--- src/rtl/booth_pkg.sv ---
// Shared types and width helper for the radix-4 Booth multiplier slice.
package booth_pkg;

  typedef enum logic [1:0] {IDLE, RUN, DONE} state_e;

  typedef enum logic [2:0] {PP_ZERO, PP_POS1, PP_POS2, PP_NEG1, PP_NEG2} pp_sel_e;

  // Smallest even width holding an N-bit operand plus one extension bit.
  function automatic int ext_width(input int n);
    return 2 * ((n + 2) / 2);
  endfunction

endpackage

--- src/rtl/booth_r4_encoder.sv ---
// Radix-4 Booth recoder: {Q[1], Q[0], q-1} -> partial-product select.
module booth_r4_encoder
  import booth_pkg::*;
(
  input  logic [2:0] trip,
  output pp_sel_e    sel
);

  always_comb begin
    sel = PP_ZERO;
    case (trip)
      3'b000, 3'b111: sel = PP_ZERO;
      3'b001, 3'b010: sel = PP_POS1;
      3'b011:         sel = PP_POS2;
      3'b100:         sel = PP_NEG2;
      default:        sel = PP_NEG1;
    endcase
  end

endmodule

--- src/rtl/booth_r4_mult_seq.sv ---
// Sequential radix-4 Booth multiplier, signed/unsigned, start/busy/done handshake.
module booth_r4_mult_seq
  import booth_pkg::*;
#(
  parameter int N = 8
) (
  input  logic           clk,
  input  logic           rst_n,
  input  logic           start,
  input  logic           signed_mode,
  input  logic [N-1:0]   data_M,
  input  logic [N-1:0]   data_Q,
  output logic           busy,
  output logic           done,
  output logic [2*N-1:0] data_out
);

  localparam int E    = ext_width(N);
  localparam int ITER = E / 2;
  localparam int CW   = $clog2(ITER + 1);

  state_e           state_q, state_d;
  logic [E-1:0]     m_q, m_d;
  logic [E-1:0]     q_q, q_d;
  logic [E+1:0]     a_q, a_d;
  logic             qm1_q, qm1_d;
  logic [CW-1:0]    cnt_q, cnt_d;
  logic             busy_q, busy_d;
  logic             done_q, done_d;
  logic [2*N-1:0]   data_out_q, data_out_d;

  pp_sel_e          sel;
  logic             accept;
  logic             neg;
  logic [E+1:0]     m_wide, mag, addend, a_sum, a_nxt;
  logic [E-1:0]     q_nxt;

  booth_r4_encoder u_enc (
    .trip ({q_q[1:0], qm1_q}),
    .sel  (sel)
  );

  always_comb begin
    state_d    = state_q;
    m_d        = m_q;
    q_d        = q_q;
    a_d        = a_q;
    qm1_d      = qm1_q;
    cnt_d      = cnt_q;
    data_out_d = data_out_q;

    // Negative selects reuse the adder: invert the magnitude, carry in one.
    m_wide = {{2{m_q[E-1]}}, m_q};
    mag    = (sel == PP_POS2 || sel == PP_NEG2) ? {m_wide[E:0], 1'b0} : m_wide;
    neg    = (sel == PP_NEG1 || sel == PP_NEG2);
    addend = (sel == PP_ZERO) ? '0 : (neg ? ~mag : mag);
    a_sum  = a_q + addend + {{(E+1){1'b0}}, neg};
    a_nxt  = {{2{a_sum[E+1]}}, a_sum[E+1:2]};
    q_nxt  = {a_sum[1:0], q_q[E-1:2]};

    accept = start && (state_q != RUN);

    case (state_q)
      IDLE: state_d = IDLE;
      RUN: begin
        a_d   = a_nxt;
        q_d   = q_nxt;
        qm1_d = q_q[1];
        cnt_d = cnt_q - CW'(1);
        if (cnt_q == CW'(1)) begin
          state_d    = DONE;
          data_out_d = (2*N)'({a_nxt, q_nxt});
        end
      end
      DONE:    state_d = IDLE;
      default: state_d = IDLE;
    endcase

    if (accept) begin
      state_d = RUN;
      m_d     = {{(E-N){signed_mode & data_M[N-1]}}, data_M};
      q_d     = {{(E-N){signed_mode & data_Q[N-1]}}, data_Q};
      a_d     = '0;
      qm1_d   = 1'b0;
      cnt_d   = CW'(ITER);
    end

    busy_d = (state_d == RUN);
    done_d = (state_d == DONE);
  end

  always_ff @(posedge clk or negedge rst_n) begin
    if (!rst_n) begin
      state_q    <= IDLE;
      m_q        <= '0;
      q_q        <= '0;
      a_q        <= '0;
      qm1_q      <= 1'b0;
      cnt_q      <= '0;
      busy_q     <= 1'b0;
      done_q     <= 1'b0;
      data_out_q <= '0;
    end else begin
      state_q    <= state_d;
      m_q        <= m_d;
      q_q        <= q_d;
      a_q        <= a_d;
      qm1_q      <= qm1_d;
      cnt_q      <= cnt_d;
      busy_q     <= busy_d;
      done_q     <= done_d;
      data_out_q <= data_out_d;
    end
  end

  assign busy     = busy_q;
  assign done     = done_q;
  assign data_out = data_out_q;

endmodule

--- config.mk ---
export PLATFORM = sky130hd
export DESIGN_NAME = booth_r4_mult_seq
export DESIGN_NICKNAME = d
export VERILOG_FILES = /design/src/rtl/booth_pkg.sv /design/src/rtl/booth_r4_encoder.sv /design/src/rtl/booth_r4_mult_seq.sv
export SDC_FILE = /design/constraint.sdc
export NUM_CORES = 1
export LEC_CHECK = 0
export CAP_MARGIN = 20
export CELL_PAD_IN_SITES_DETAIL_PLACEMENT = 1
export CELL_PAD_IN_SITES_GLOBAL_PLACEMENT = 2
export CORE_UTILIZATION = 37
export DETAILED_ROUTE_END_ITERATION = 12
export PLACE_DENSITY = 0.81
export RECOVER_POWER = 50
export SETUP_SLACK_MARGIN = 0.15
export SYNTH_ARGS = -nofsm -noshare
export SYNTH_HDL_FRONTEND = slang
export SYNTH_SLANG_ARGS = --single-unit
--- constraint.sdc ---
create_clock -name clk -period 4.3 [get_ports clk]
set_input_delay 1.29 -clock clk [delete_from_list [all_inputs] [get_ports clk]]
set_output_delay 1.29 -clock clk [all_outputs]
set_load 0.05 [all_outputs]
==> summary.txt <==
Critical path
  – Peak fanout along the critical path: 17
  – Type of element launching the critical path: register
  – Required time of the critical path: 4.52 ns
  – Kind of cell with the highest combined delay on the critical path: compound AO/OA/AOI/OAI gates
  – Buffers & Inverters on Critical Path: 1
  – Critical path's largest stage delay: approximately 0.79 ns
  – Slowest-stage cell, CP: sky130_fd_sc_hd__dfrtp_1
  – Critical path capture point type: register
  – Ordered list of cells on the worst path: nor2_1 > a221oi_1 > inv_1 > ha_1 > a21o_1 > nand4_1 > a211o_1 > and3_4 > o31ai_2
  – Worst Path Class, Setup: register to register
  – Setup slack of the most critical reg-to-reg path: 1.29 ns
  – Crit path DAT: 3.24 ns

Synthesis
  – Post-synthesis cell type with the largest combined area: sky130_fd_sc_hd__dfrtp_1
  – Number of flops mapped to enable cells by yosys: 0
  – Mapped cell area: 2836 um2
  – Primary FF master, synth: sky130_fd_sc_hd__dfrtp_1
  – Portion of the post-synthesis area used by sequential elements: a little under half
  – Net count after synthesis: 326
  – Post-synthesis instance total: 293
  – Top cells by area in the synthesized netlist: sky130_fd_sc_hd__dfrtp_1, sky130_fd_sc_hd__nand2_1, sky130_fd_sc_hd__o21ai_0
  – Synth warn: 0
  – Synthesized area divided by synthesized cell count: 9.681 um2
  – Most used standard cells in the synthesized netlist: sky130_fd_sc_hd__dfrtp_1, sky130_fd_sc_hd__nand2_1, sky130_fd_sc_hd__o21ai_0
  – Distinct cells, synth: between 40 and 50
  – Ys async rst share: 100.0%
  – Synth Register Bits: between 50 and 60
  – Area share of the largest cell type after synthesis: 46.76%

Timing
  – Setup repair after global routing missed its margin: no
  – Remaining max-slew budget at the tightest pin: -18.22%
  – Peak Freq: between 300 and 400 MHz
  – Worst-case hold slack: between 0.4 and 0.5 ns
  – Count of pins over their slew limit: 33
  – Aggregate negative setup slack: 0 ns
  – Fin. Hold Viols: 0
  – Min Clock Period, post-route: 3.012 ns
  – # setup viols final: 0
  – Pin slew with the least headroom to its limit: 1.773 ns
  – Worst clock skew on the final layout: 0.004334 ns
  – Fraction of the cycle the final worst path needs: 70.04%

Detailed routing
  – Wire length per cell: ~16 um
  – Remaining routing DRC violations: 0
  – Number of violations reported at the end of detailed-routing iteration 0: 70
  – Final routed wirelength across all metal layers: roughly 6.7 mm
  – Via count: 2228
  – Post-DR vias/cell: 5.218
  – Number of detailed-route iterations in the first pass: 4
  – Routed Antenna Nets: 0

Cells and area
  – Fin area: ~3400 um2
  – Area added between synthesis and finish: 20.42%
  – Fin util: between 40% and 50%
  – Final #Nets: between 300 and 400
  – Final antenna diode count: 0
  – Share of final-layout standard cells stronger than drive strength 1: around 8.2%

GRT
  – Remaining Overflow, GRT: 0
  – Wire length of the first global-routing pass: approximately 12 mm
  – Largest net degree at the start of global routing: 33
  – Antenna violations before repair: 0
  – Via count of the first global-routing pass: 2257
  – Total routing resource utilization after global routing: 19.14%

Floorplanning
  – Die height: 89.56 um
  – Standard cell core area: 7331 um2
  – Num ports: 38
  – Total die area: around 8000 um2
  – Starting utilization of the core area: 38.69%
  – Die width: 89.56 um
  – FP Rows: 31

Clock network
  – Post-cts gate resize count: 0
  – Post-CTS Hold Fix Bufs: 0
  – Clock sink total: 53
  – Clock buffers created by TritonCTS: 5
  – Clock slew at the register clock pins of the worst setup and hold paths: 0.10 ns
  – Post-CTS repair timing setup buffer count: 0
  – Max H-tree Level: 2
  – Clock tree from TritonCTS: yes
  – Skew-Pair Late Insertion Delay: slightly above 0.3 ns
  – CTS root buf: sky130_fd_sc_hd__clkbuf_8
  – Buffer levels on the longest clock path: 2

Placement
  – Placer congestion estimate: between 0.7 and 0.8
  – Port Buffer Count: 37
  – Area after DPL: 3301 um2
  – Detail Placement HPWL: just under 5 mm

Outcome
  – Failing checks: capacitance limit, slew limit
  – Status: finished, violations left

Min path
  – Worst min-delay path category: register to register

Flow run
  – Max-Cap Viols: 1
cell type report:
| cell class | count | area (um2) |
|---|---|---|
| clock buffers | 6 | 82.58 |
| clock inverters | 2 | 37.54 |
| fillers | 849 | 3915 |
| inverters | 9 | 33.78 |
| multi-input cells | 216 | 1414 |
| flip-flops and latches | 53 | 1326 |
| well taps | 99 | 123.9 |
| repair buffers | 42 | 397.9 |
worst min-delay path, cell delays in order (launching register included):
cell and delay [ns]:
sky130_fd_sc_hd__dfrtp_1 0.35, sky130_fd_sc_hd__nand2_1 0.05, sky130_fd_sc_hd__nand2_1 0.06
sequential cells by signal, indices dropped and copies added (netlist names):
signal and cells:
a_q 10, state_q 2, done 1, qm1_q 1, m_q 9, q_q 10
cnt_q 3, data_out 16, busy 1
kinds of logic (layout without fill, tap and decap cells):
group / count (synthesis) / count (layout) / share of synthesized area, %
flops: 53 / 53 / 46.76
buf+inv: 24 / 59 / 3.485
compound gates: 70 / 70 / 15.53
simple gates: 104 / 104 / 17.95
mux: 16 / 16 / 5.999
xor+xnor: 13 / 13 / 4.014
fa+ha+maj: 13 / 13 / 6.264
path summary, 6_finish.rpt:
check	startpoint	endpoint	depth (start not counted)
setup / recovery	q_q[1]$_DFFE_PN0P_	a_q[7]$_DFFE_PN0P_	9
hold / removal	data_out[5]$_DFFE_PN0P_	data_out[5]$_DFFE_PN0P_	2
setup reg to reg	q_q[1]$_DFFE_PN0P_	a_q[7]$_DFFE_PN0P_	9
hold reg to reg	data_out[5]$_DFFE_PN0P_	data_out[5]$_DFFE_PN0P_	2
max in group asynchronous	rst_n	m_q[7]$_DFFE_PN0P_	2
min in group asynchronous	rst_n	done$_DFF_PN0_	1
per-layer routing:
| layer | vias to the layer above | GRT usage [%] | routed length (um) |
|---|---|---|---|
| met4 | 0 | 4.762 | 61 |
| met3 | 6 | 3.139 | 176 |
| li1 | 1088 | - | - |
| met5 | - | 0 | 0 |
| met1 | 1101 | 26.44 | 3212 |
| met2 | 33 | 31.27 | 3288 |
metrics by stage:
stage	setup slack, ns	cells
3_3_place_gp	1.349	419
2_1_floorplan	1.790	293
5_1_grt	0.9538	427
3_5_place_dp	1.294	419
4_1_cts	1.269	427
6_report	1.288	427
cell usage in the layout (no fill, tap or decap), drive strengths merged, types with 2 or more instances in the layout:
master and n:
fa 2, clkbuf 8, nor3b 3, a22oi 7
a31oi 2, and2 2, nand2 53, nor3 4
inv 9, buf 4, a21o 2, nand4 3
nor4b 2, o21ai 32, o211ai 4, mux2i 8
xor2 11, nor2 11, xnor2 2, a21boi 2
nor2b 7, a211o 3, mux2 8, o31ai 4
nand3b 10, nand3 4, or3 2, ha 11
clkdlybuf4s50 36, dfrtp 53, a21oi 10, nand2b 2
Power is not shown: default switching activity piles up to over one toggle a cycle in this logic, so the estimate is an artifact.
